$ cat config.mk
export PLATFORM = sky130hd
export DESIGN_NAME = wall_ctrl_multi
export DESIGN_NICKNAME = d
export VERILOG_FILES = /design/src/rtl/wall_ctrl_multi.sv
export SDC_FILE = /design/constraint.sdc
export NUM_CORES = 1
export LEC_CHECK = 0
export ABC_AREA = 1
export CAP_MARGIN = 20
export CORE_MARGIN = 2
export CORE_UTILIZATION = 40
export DETAILED_ROUTE_END_ITERATION = 6
export DONT_BUFFER_PORTS = 1
export PLACE_DENSITY_LB_ADDON = 0.15
export SETUP_SLACK_MARGIN = 0.3
export SLEW_MARGIN = 40
export SYNTH_ARGS = -nofsm -noshare
export SYNTH_HDL_FRONTEND = slang
export SYNTH_SLANG_ARGS = --single-unit
$ cat constraint.sdc
create_clock -name clk -period 2.7 [get_ports clk]
set_input_delay 0.405 -clock clk [delete_from_list [all_inputs] [get_ports clk]]
set_output_delay 0.405 -clock clk [all_outputs]
set_load 0.005 [all_outputs]
$ cat src/rtl/wall_ctrl_multi.sv
`default_nettype none
// =============================================================================
// wall_ctrl_multi : NUM_WALLS scrolling-wall FSMs with a round-robin redraw port.
// Option: WALL_CTRL_SPEEDUP_EN gives each wall a step that grows every lap.
// Revision: 1.0
// =============================================================================
module wall_ctrl_multi #(
  parameter int NUM_WALLS = 4,
  parameter int X_W       = 8,
  parameter int X_START   = 156,
  parameter int X_END     = 0,
  parameter int STEP      = 1,
  parameter int TICK_DIV  = 16,
  parameter int MAX_STEP  = 8
) (
  input  logic                                                  clk,
  input  logic                                                  reset,
  input  logic [NUM_WALLS-1:0]                                  go,
  input  logic [NUM_WALLS-1:0]                                  touched,
  input  logic                                                  draw_ready,
  output logic                                                  draw_valid,
  output logic [((NUM_WALLS > 1) ? $clog2(NUM_WALLS) : 1)-1:0]  draw_idx,
  output logic [X_W-1:0]                                        draw_x,
  output logic [1:0]                                            draw_state,
  output logic [NUM_WALLS*X_W-1:0]                              wall_x,
  output logic [2*NUM_WALLS-1:0]                                wall_state,
  output logic                                                  busy
);

  localparam int IDX_W = (NUM_WALLS > 1) ? $clog2(NUM_WALLS) : 1;
  localparam int CNT_W = $clog2(TICK_DIV);

  typedef enum logic [1:0] {
    READY = 2'b00,
    MOVE  = 2'b01,
    STOP  = 2'b11
  } wall_state_t;

  logic [CNT_W-1:0] tick_cnt;
  logic             tick;
  logic [NUM_WALLS-1:0] pend;
  logic [X_W-1:0]   x_arr  [NUM_WALLS];
  logic [1:0]       st_arr [NUM_WALLS];
  logic [IDX_W-1:0] rr;
  logic [IDX_W-1:0] pick;
  logic             pick_any;
  logic             accept;

  assign tick   = (tick_cnt == CNT_W'(TICK_DIV - 1));
  assign accept = draw_valid && draw_ready;
  assign busy   = |pend;

  always_ff @(posedge clk) begin
    if (reset || tick) tick_cnt <= '0;
    else               tick_cnt <= tick_cnt + CNT_W'(1);
  end

  genvar gi;
  generate
    for (gi = 0; gi < NUM_WALLS; gi++) begin : g_wall
      wall_state_t    state_q, state_d;
      logic [X_W-1:0] x_q, x_d, step;
      logic           pend_q, pend_set, pend_clr;
      logic [X_W:0]   move_lim;

      assign pend_clr = accept && (draw_idx == IDX_W'(gi));
      // Wide compare so X_END+step can never wrap and let x underflow.
      assign move_lim = (X_W+1)'(X_END) + {1'b0, step};

`ifdef WALL_CTRL_SPEEDUP_EN
      always_ff @(posedge clk) begin
        if (reset)
          step <= X_W'(STEP);
        else if (state_q == STOP && !pend_q && step < X_W'(MAX_STEP))
          step <= step + X_W'(1);
      end
`else
      assign step = X_W'(STEP);
`endif

      // Nothing moves while a redraw is outstanding for this wall.
      always_comb begin
        state_d  = state_q;
        x_d      = x_q;
        pend_set = 1'b0;
        if (!pend_q) begin
          case (state_q)
            READY: begin
              x_d = X_W'(X_START);
              if (go[gi]) begin
                state_d  = MOVE;
                pend_set = 1'b1;
              end
            end
            MOVE: begin
              if (touched[gi]) begin
                state_d  = STOP;
                pend_set = 1'b1;
              end else if (tick) begin
                pend_set = 1'b1;
                if ({1'b0, x_q} >= move_lim) x_d = x_q - step;
                else                         state_d = STOP;
              end
            end
            STOP: begin
              state_d  = READY;
              x_d      = X_W'(X_START);
              pend_set = 1'b1;
            end
            default: begin
              state_d = READY;
              x_d     = X_W'(X_START);
            end
          endcase
        end
      end

      always_ff @(posedge clk) begin
        if (reset) begin
          state_q <= READY;
          x_q     <= X_W'(X_START);
          pend_q  <= 1'b0;
        end else begin
          state_q <= state_d;
          x_q     <= x_d;
          if (pend_set)      pend_q <= 1'b1;
          else if (pend_clr) pend_q <= 1'b0;
        end
      end

      assign pend[gi]               = pend_q;
      assign x_arr[gi]              = x_q;
      assign st_arr[gi]             = state_q;
      assign wall_x[gi*X_W +: X_W]  = x_q;
      assign wall_state[2*gi +: 2]  = state_q;
    end
  endgenerate

  function automatic logic [IDX_W-1:0] wrap_idx(input logic [IDX_W-1:0] base, input int k);
    int j;
    j = int'(base) + k;
    if (j >= NUM_WALLS) j = j - NUM_WALLS;
    return IDX_W'(j);
  endfunction

  // Scan downward so the pending wall closest to rr is the last one kept.
  always_comb begin
    pick     = '0;
    pick_any = 1'b0;
    for (int k = NUM_WALLS - 1; k >= 0; k--) begin
      if (pend[wrap_idx(rr, k)]) begin
        pick     = wrap_idx(rr, k);
        pick_any = 1'b1;
      end
    end
  end

  always_ff @(posedge clk) begin
    if (reset) begin
      draw_valid <= 1'b0;
      draw_idx   <= '0;
      draw_x     <= '0;
      draw_state <= 2'b00;
      rr         <= '0;
    end else if (accept) begin
      draw_valid <= 1'b0;
      rr         <= (draw_idx == IDX_W'(NUM_WALLS - 1)) ? '0 : draw_idx + IDX_W'(1);
    end else if (!draw_valid && pick_any) begin
      draw_valid <= 1'b1;
      draw_idx   <= pick;
      draw_x     <= x_arr[pick];
      draw_state <= st_arr[pick];
    end
  end

endmodule
`default_nettype wire
==> metrics.md <==
| Metric | Value |
|---|---|
| Outcome | `complete, no violations` |
| Syn nets | `550` |
| Critical path launch point type | `register` |
| Clk pin slew, worst setup/hold paths | `70 ps` |
| Worst r2r path cells | `10` |
| Footprint of the multi-input gates | `0.001986 mm²` |
| Ranking of synthesized cells by area | `dfxtp_1, nand2_1, nand3_1` |
| Met2 routed WL | `4.529 mm` |
| Setup Skew | `7.110 ps` |
| Placer Congestion | `0.8996` |
| Clock root cell | `clkbuf_8` |
| Via Count | `3,451` |
| Drt pass-1 iters | `4` |
| Vias per cell | `5.443` |
| WL/cell | `15.77 µm` |
| GRT Total Usage | `21.07%` |
| Hold Violations, Final | `0` |
| Initial Utilization | `41.09%` |
| Die footprint | `0.009732 mm²` |
| Slew margin rel. | `49.03%` |
| Layout cells sized above 1 | `5.323%` |
| Period utilisation layout | `78.17%` |
| Crit path max fanout | `12` |
| Synth unique cells | `35` |
| Number of diodes | `0` |
| DRC | `0` |
| Vias in the first global route | `3,269` |
| Fmax | `0.4738 GHz` |
| # Max-Cap Violations | `0` |
| Share of Yosys cell area claimed by the top area cell type | `35.20%` |
| Hold Startpoint | `reset` |
| I/O pin count | `65` |
| Crit end category | `register` |
| Metal-1 WL | `4.579 mm` |
| Worst hold path endpoint | `g_wall[3].x_q[5]$_SDFFE_PP0P_` |
| Commonest cells after routing, fill and taps aside | `nand2_1, nand3_1, dfxtp_1, inv_1, nor2_1` |
| Critical path arrival | `2350 ps` |
| Starting DRT DRC Count | `144` |
| Dpl hpwl | `7.367 mm` |
| Slew Limit Fails | `0` |
| Final setup TNS | `0 ps` |
| Mapped cell area | `0.003583 mm²` |
| Final nets | `545` |
| Core box area | `0.008721 mm²` |
| Design Area, Final | `0.003825 mm²` |
| Cell Pwr Density | `826.4 mW/mm²` |
| Finished Layout Cells | `634` |
| Antenna violations before repair | `0` |
| Synthesized flop and latch total | `63` |
| Met3 routed WL | `705 µm` |
| Max Used Layer | `met4` |
| Leak Pwr | `1.678 nW` |
| Final wirelength | `10.00 mm` |
| Worst Path Required | `2940 ps` |
| DRT antenna net count | `0` |
| Commonest non-fill, non-tap cell in the layout | `nand2_1` |
| Syn Inst Count | `526` |
| First-pass GRT wire length | `16.50 mm` |
| Total grt overflow | `0` |
| YS warnings | `0` |
| Tmin final | `2110 ps` |
| Crit Path Class | `register to register` |
| Filler cell count | `911` |
| Seq/Total Area, Yosys | `35.20%` |
| Register area | `0.001262 mm²` |
| Peak VDD IR | `281.9 µV` |
| Setup bufs post-CTS | `0` |
| Clock Path Buffers | `2` |
| R2r setup slk | `590 ps` |
| Placement-stage cell area | `0.003628 mm²` |
| CTS tree | `yes` |
| Reg2Reg Launch Point | `g_wall[1].x_q[0]$_SDFFE_PP0P_` |
| RSZ-0062 raised after global routing | `false` |
| Clk_lat worst skew | `350 ps` |
| Hold_buf cts | `0` |
| Synth-to-layout area growth | `6.739%` |
| Crit path from | `g_wall[1].x_q[0]$_SDFFE_PP0P_` |
| Row cnt | `34` |
| Hold crit path type | `primary input to register` |
| Count of final setup violators | `0` |
| Avg Inst Size Synth | `6.813 µm²` |
| Placed cells | `618` |
| Clk sinks | `63` |
| RR Endpoint | `g_wall[1].x_q[2]$_SDFFE_PP1P_` |
| Chip Height | `98.65 µm` |
| Slew @ Worst Pin | `754.9 ps` |
| Total CTS buffers | `9` |
| H-tree depth | `3` |
| Area leader, netlist | `dfxtp_1` |
| Largest net degree at the start of global routing | `25` |
| Die W | `98.65 µm` |
| I/O Buffers | `0` |
| Worst Hold Path Cells | `1` |
[per-layer routing]
layer  track usage (%)  up-vias
li1                  -     1757
met1             26.73     1577
met2             34.12       99
met3             6.383       18
met4             7.376        0
met5                 0        -
[per-stage QoR]
| step | util [%] | hold slack [ps] | setup WS (ps) | total power [mW] |
|---|---|---|---|---|
| finish | 43.86 | 124.1 | 589.5 | 3.161 |
| global route | 43.86 | 111.4 | 332.9 | 3.413 |
| CTS | 43.79 | 109.6 | 446.5 | 3.176 |
| detailed placement | 41.61 | 448.6 | 461.8 | 2.346 |
| global placement | 41.61 | 434.8 | 510.4 | 2.340 |
| floorplan | - | 417.6 | 1001 | 2.113 |
[synthesized netlist by cell type (all sizes together)]
master / number
a211oi: 1
a21boi: 1
a21o: 1
a21oi: 39
a311oi: 4
a31oi: 3
a41oi: 2
buf: 11
clkbuf: 7
dfxtp: 63
ha: 13
inv: 63
nand2: 113
nand3: 70
nand3b: 1
nand4: 6
nor2: 43
nor3: 8
nor4: 5
o211a: 1
o211ai: 5
o21ai: 44
o311ai: 2
o41ai: 1
or2: 2
xnor2: 3
xor2: 14
[sequential cells by signal, summed over array words and instances (netlist names)]
signal	cells
draw_valid	1
rr	2
g_wall.x_q	32
draw_idx	2
draw_x	8
tick_cnt	4
g_wall.pend_q	4
draw_state	2
g_wall.state_q	8
[worst max path at each step]
stage	endpoint	slack (ps)	cells past startpoint
after global routing	g_wall[3].x_q[2]$_SDFFE_PP1P_	330	10
after detailed placement	draw_x[2]$_SDFFE_PP0P_	460	12
after global placement	draw_x[1]$_SDFFE_PP0P_	510	12
after floorplan	g_wall[2].x_q[1]$_SDFFE_PP0P_	1000	10
after CTS	draw_x[1]$_SDFFE_PP0P_	450	12
final	g_wall[1].x_q[2]$_SDFFE_PP1P_	590	10
[critical path, cell delays in order, from the launching register on]
cell	delay, ps
dfxtp_1	440
inv_1	140
ha_1	230
inv_1	120
nor2_1	50
a41oi_1	230
nand3_1	110
nand2_1	290
inv_1	160
o21ai_0	170
nand2_1	60
[power by group]
part	total [mW]	switching [mW]	internal (mW)	leakage, nW
clock	0.824	0.377	0.448	0.100
combinational	1.02	0.684	0.338	1.06
sequential	1.31	0.232	1.08	0.519
[what timing repair did]
action	4_1_cts	5_1_grt
endpoints found under the setup margin	0	11
resized for setup	0	2
endpoints found under the hold margin	0	0
[cells by family after synthesis]
family / synth area share [%]
xor gates and xnor gates: 4.155
AOI/OAI and AO/OA: 16.38
adders and majority gates: 4.539
DFF: 35.20
buffers and inverters: 9.532
and+or+nand+nor: 30.20
[final cells by class]
| class | count | share of cell area (%) |
|---|---|---|
| multi-input cells | 382 | 51.91 |
| flip-flops and latches | 63 | 33.01 |
| inverters | 63 | 6.183 |
| clock buffers | 12 | 3.795 |
| well taps | 108 | 3.533 |
| clock inverters | 4 | 1.178 |
| repair buffers | 2 | 0.3925 |
No activity file was read; power rests on OpenSTA's default activity.
